## src/rtl/alu_result_buffer.sv

```systemverilog
// alu_result_buffer: a small circular FIFO between the ALU and its consumer.
// Each entry holds the ALU result, the opcode tag that produced it and the
// four ALU flags. The block also keeps a sticky overflow indicator and a
// 16-bit count of accepted results. Flow control is a valid/ready handshake
// on both sides. Outputs come straight from registered state, and there is
// no path from input to output within the same cycle.
module alu_result_buffer #(
  parameter int WIDTH = 64,
  parameter int DEPTH = 4
) (
  input  logic                     clk,
  input  logic                     reset,
  input  logic                     in_valid,
  output logic                     in_ready,
  input  logic [WIDTH-1:0]         ALUOut,
  input  logic [3:0]               ALUctl,
  input  logic                     carryout,
  input  logic                     zero,
  input  logic                     overflow,
  input  logic                     negative,
  output logic                     out_valid,
  input  logic                     out_ready,
  output logic [WIDTH-1:0]         out_data,
  output logic [3:0]               out_ctl,
  output logic [3:0]               out_flags,
  output logic                     sticky_ovf,
  input  logic                     clr_sticky,
  output logic [15:0]              op_count,
  output logic [$clog2(DEPTH):0]   level
);

  localparam int AW = $clog2(DEPTH);
  // Entry layout, MSB first: {ctl[3:0], carryout, zero, overflow, negative, data}.
  localparam int EW = WIDTH + 8;
  localparam logic [AW:0]   FULL_LVL  = (AW+1)'(DEPTH);
  localparam logic [AW:0]   EMPTY_LVL = (AW+1)'(0);
  localparam logic [AW:0]   LVL_ONE   = (AW+1)'(1);
  localparam logic [AW-1:0] PTR_ONE   = AW'(1);
  localparam logic [AW-1:0] PTR_ZERO  = AW'(0);

  // Registered state.
  logic [AW-1:0] wr_ptr_q, wr_ptr_d;
  logic [AW-1:0] rd_ptr_q, rd_ptr_d;
  logic [AW:0]   level_q,  level_d;
  logic          sticky_q, sticky_d;
  logic [15:0]   op_count_q, op_count_d;
  logic [EW-1:0] mem_q [DEPTH];

  // Handshake qualifiers, all derived from registered occupancy.
  logic          full_s;
  logic          empty_s;
  logic          push_s;
  logic          pop_s;
  logic [EW-1:0] wr_entry_s;
  logic [EW-1:0] head_s;

  assign full_s     = (level_q == FULL_LVL);
  assign empty_s    = (level_q == EMPTY_LVL);
  // Input readiness never looks at out_ready, so a full buffer cannot
  // accept a new entry even when the head is being popped this cycle.
  assign push_s     = in_valid && !full_s;
  assign pop_s      = out_ready && !empty_s;
  assign wr_entry_s = {ALUctl, carryout, zero, overflow, negative, ALUOut};
  assign head_s     = mem_q[rd_ptr_q];

  // Compute next pointers, occupancy, sticky flag and push counter.
  always_comb begin
    wr_ptr_d   = wr_ptr_q;
    rd_ptr_d   = rd_ptr_q;
    level_d    = level_q;
    sticky_d   = sticky_q;
    op_count_d = op_count_q;

    if (push_s) begin
      wr_ptr_d   = wr_ptr_q + PTR_ONE;
      op_count_d = op_count_q + 16'd1;
    end else begin
      wr_ptr_d   = wr_ptr_q;
      op_count_d = op_count_q;
    end

    if (pop_s) begin
      rd_ptr_d = rd_ptr_q + PTR_ONE;
    end else begin
      rd_ptr_d = rd_ptr_q;
    end

    case ({push_s, pop_s})
      2'b10:   level_d = level_q + LVL_ONE;
      2'b01:   level_d = level_q - LVL_ONE;
      default: level_d = level_q;
    endcase

    // A new overflow result outranks a clear issued in the same cycle.
    if (push_s && overflow) begin
      sticky_d = 1'b1;
    end else if (clr_sticky) begin
      sticky_d = 1'b0;
    end else begin
      sticky_d = sticky_q;
    end
  end

  // Control state register with synchronous reset.
  always_ff @(posedge clk) begin
    if (reset) begin
      wr_ptr_q   <= PTR_ZERO;
      rd_ptr_q   <= PTR_ZERO;
      level_q    <= EMPTY_LVL;
      sticky_q   <= 1'b0;
      op_count_q <= 16'd0;
    end else begin
      wr_ptr_q   <= wr_ptr_d;
      rd_ptr_q   <= rd_ptr_d;
      level_q    <= level_d;
      sticky_q   <= sticky_d;
      op_count_q <= op_count_d;
    end
  end

  // Entry storage: written on an accepted push, never cleared.
  always_ff @(posedge clk) begin
    if (push_s && !reset) begin
      mem_q[wr_ptr_q] <= wr_entry_s;
    end
  end

  assign in_ready   = !full_s;
  assign out_valid  = !empty_s;
  assign out_data   = head_s[WIDTH-1:0];
  assign out_flags  = head_s[WIDTH+3:WIDTH];
  assign out_ctl    = head_s[WIDTH+7:WIDTH+4];
  assign sticky_ovf = sticky_q;
  assign op_count   = op_count_q;
  assign level      = level_q;

endmodule

```

## config.mk

```make
export PLATFORM = sky130hd
export DESIGN_NAME = alu_result_buffer
export DESIGN_NICKNAME = d
export VERILOG_FILES = /design/src/rtl/alu_result_buffer.sv
export SDC_FILE = /design/constraint.sdc
export NUM_CORES = 1
export LEC_CHECK = 0
export CAP_MARGIN = 20
export CORE_MARGIN = 2
export CORE_UTILIZATION = 40
export CTS_CLUSTER_SIZE = 16
export DETAILED_ROUTE_END_ITERATION = 8
export GPL_TIMING_DRIVEN = 0
export PLACE_DENSITY = 0.71
export SYNTH_ARGS = -nofsm -noshare
export SYNTH_HDL_FRONTEND = slang
export SYNTH_SLANG_ARGS = --single-unit
```

## constraint.sdc

```tcl
create_clock -name clk -period 4.35 [get_ports clk]
set_clock_uncertainty 0.05 [all_clocks]
set_input_delay 1.0875 -clock clk [delete_from_list [all_inputs] [get_ports clk]]
set_output_delay 1.0875 -clock clk [all_outputs]
set_load 0.01 [all_outputs]
```

==> impl_metrics.tcl <==
set metrics [dict create \
    drv_slew 0 \
    yosysSeqAreaShare_pct 79.1 \
    ys_seq_elements 314 \
    post-route-min-period_ns 4.10 \
    worstPathArrival_ns 2.97 \
    first_pass_iters 4 \
    rsz0062_at_grt "no" \
    grt_pass1_vias 6076 \
    synth_cells 515 \
    initial_core_util_pct 40.5 \
    worstPathBufferInverterCount 3 \
    end_kind "primary output" \
    yosys-top-cells-count "288 x edfxtp_1, 72 x mux4_2, 26 x dfxtp_1, 18 x nor2_1, 10 x nand2_1" \
    relSlewSlack_pct 47.0 \
    timing.hold.worst.class "reg -> reg" \
    areaGrowthSynthToFinish_pct 28.3 \
    hold_viol 0 \
    grt_pass1_wl_um 34400 \
    grt_max_degree 45 \
    worst_pin_slew_ns 0.795 \
    async_reset_ff_share_pct 0 \
    post-synth-top-area-fraction_pct 74.6 \
    cts_max_path_buffers 3 \
    h-tree-depth 2 \
    hold_buffers 0 \
    avgSynthCellArea_um2 22.5 \
    fillers 2282 \
    hpwl_um 13600 \
    root_buffer "clkbuf_16" \
    antenna_found_initial 0 \
    cts.repair.resized 0 \
    setup_viol_count_final 0 \
    antenna_left 0 \
    yosysWarningCount 0 \
    insertion_delay_ns 0.49 \
    synth-edff-count 288 \
    diodes 0 \
    cts_tree "yes" \
    cpLargestDelayFamily "buffers and inverters" \
    worstSetupPathType "reg -> out" \
    fin_total_pwr_mw 8.03 \
    synthFlopType "edfxtp_1" \
    path_clk_slew_ns 0.05 \
    routed_wl_um 22000 \
    die_h_um 174 \
    io_buffers 168 \
    synth.distinct_cells 38 \
    yosys-top-cells-area "edfxtp_1 75%, mux4_2 14%, dfxtp_1 4.5%" \
    dieWidth_um 174 \
    nets 806 \
    synth.most_common_cell "edfxtp_1" \
    place_congestion 0.747 \
    setup_slack_ns 0.247 \
    fp-row-count 62 \
    wl_per_cell_um 19.5 \
    die_area_um2 30400 \
    vias 5599 \
    coreArea_um2 28600 \
    gr-usage-all-layers_pct 14.8 \
    slowest_stage "buf_1" \
    yosys.area.top_type "edfxtp_1" \
    postCtsSetupRepairBufs 0 \
    status "completed" \
    drc 0 \
    cp_cell_sequence "clkbuf_1 -> buf_1 -> mux4_2 -> clkdlybuf4s50_1" \
    start_kind "flip-flop" \
    max_stage_delay_ns 0.67 \
    period_share_pct 94.3 \
    drive_above_1_share_pct 19.2 \
    numCtsBuffers 34 \
    path_max_fanout 10 \
    grt.overflow.total 0 \
    drtIter0Drc 313 \
    post-place-ws_ns 0.659 \
    p_leak_nw 4.69 \
    io_pins 171 \
    routed_via_density 4.96 \
    vdd_drop_max_mv 0.258 \
    crit_required_ns 3.21 \
    cap_violations 0 \
    max_freq_ghz 0.244 \
    clkSinkCount 314 \
    powerDensity_nw_per_um2 539 \
    syn-num-nets 599 \
    synth_area_um2 11600 \
]
path summary, 6_finish.rpt:
kind / to / slack, ns / cells past startpoint / startpoint
worst min-delay path: sticky_ovf / 0.44 / 2 / sticky_ovf
worst max-delay path: out_data[23] / 0.25 / 4 / flip-flop
worst max register to register: level[2] / 1.68 / 9 / level[2]
worst min register to register: sticky_ovf / 0.44 / 2 / sticky_ovf
layout by cell type, fill, tap and decap left out, types with 2 or more instances in the layout:
cell type          n
nor3_1             2
or3_1              4
buf_1              2
and2_4             4
dfxtp_1           26
edfxtp_1         288
clkinv_2           6
inv_1              7
o21ai_0            3
buf_6              2
a21oi_1            9
nand4_1            4
nand2_1           10
buf_2              8
clkdlybuf4s50_1  168
nand3_1            6
nor2_1            18
or3_2              2
o31ai_1            2
clkbuf_16         35
ha_1               6
nor4_1             3
buf_16             4
xnor2_1            6
mux4_2            72
clkbuf_1          16
xor2_1             7
clkinv_1           6
or4_1              2
kinds of logic (layout without fill, tap and decap cells):
kind of cell             count (synthesis)  after routing  share of synthesized area, %
flip-flops                             314            314                          79.1
multiplexers                            73             73                          14.1
buffers and inverters                   28            258                          1.14
adder cells (fa/ha/maj)                  7              7                         0.820
XOR/XNOR                                13             13                         0.982
AO/OA/AOI/OAI                           18             18                         0.971
AND/OR/NAND/NOR                         62             62                          2.93
where the power goes:
group	switching (mW)	internal [mW]
sequential	0.0814	3.48
combinational	0.799	1.06
clock	1.07	1.53
registers in the layout (all words and copies together), names as in the netlist, named ones only:
signal	count
mem_q	288
op_count	16
level	3
rd_ptr_q	2
wr_ptr_q	2
sticky_ovf	1
per-layer routing:
metal | wire (µm) | vias up | share of wire [%] | track usage, %
met1 | 9500 | 2873 | 43 | 19.7
met5 | 0 | - | 0 | 0
met3 | 1240 | 31 | 5.7 | 3.72
li1 | - | 2545 | - | -
met2 | 10800 | 150 | 49 | 24.4
met4 | 378 | 0 | 1.7 | 3.92
metrics by stage:
| stage | setup TNS, ns | cell area (µm²) | instances | hold WS [ns] | util, % |
|---|---|---|---|---|---|
| global placement | -263.69 | 13800 | 1067 | 0.434 | 48.1 |
| floorplan | 0 | 11600 | 515 | 0.416 | - |
| finish | 0 | 14900 | 1129 | 0.439 | 52.0 |
| detailed placement | 0 | 13900 | 1071 | 0.438 | 48.5 |
| CTS | 0 | 14900 | 1130 | 0.449 | 52.0 |
| global route | 0 | 14900 | 1129 | 0.489 | 52.0 |
area by class of cell:
type,instances,area [µm²],share of cell area (%)
flip-flops and latches,314,9170,61.6
multi-input cells,173,2300,15.5
repair buffers,172,1790,12.0
clock buffers,44,910,6.11
well taps,384,480,3.23
clock inverters,15,98.8,0.664
plain buffers,19,96.3,0.647
inverters,8,32.5,0.219
worst min-delay path, stage by stage, from the launching register on:
cell	delay (ns)
dfxtp_1	0.32
a32oi_1	0.06
nor2_1	0.07
Power figures use the tool's default switching activity.
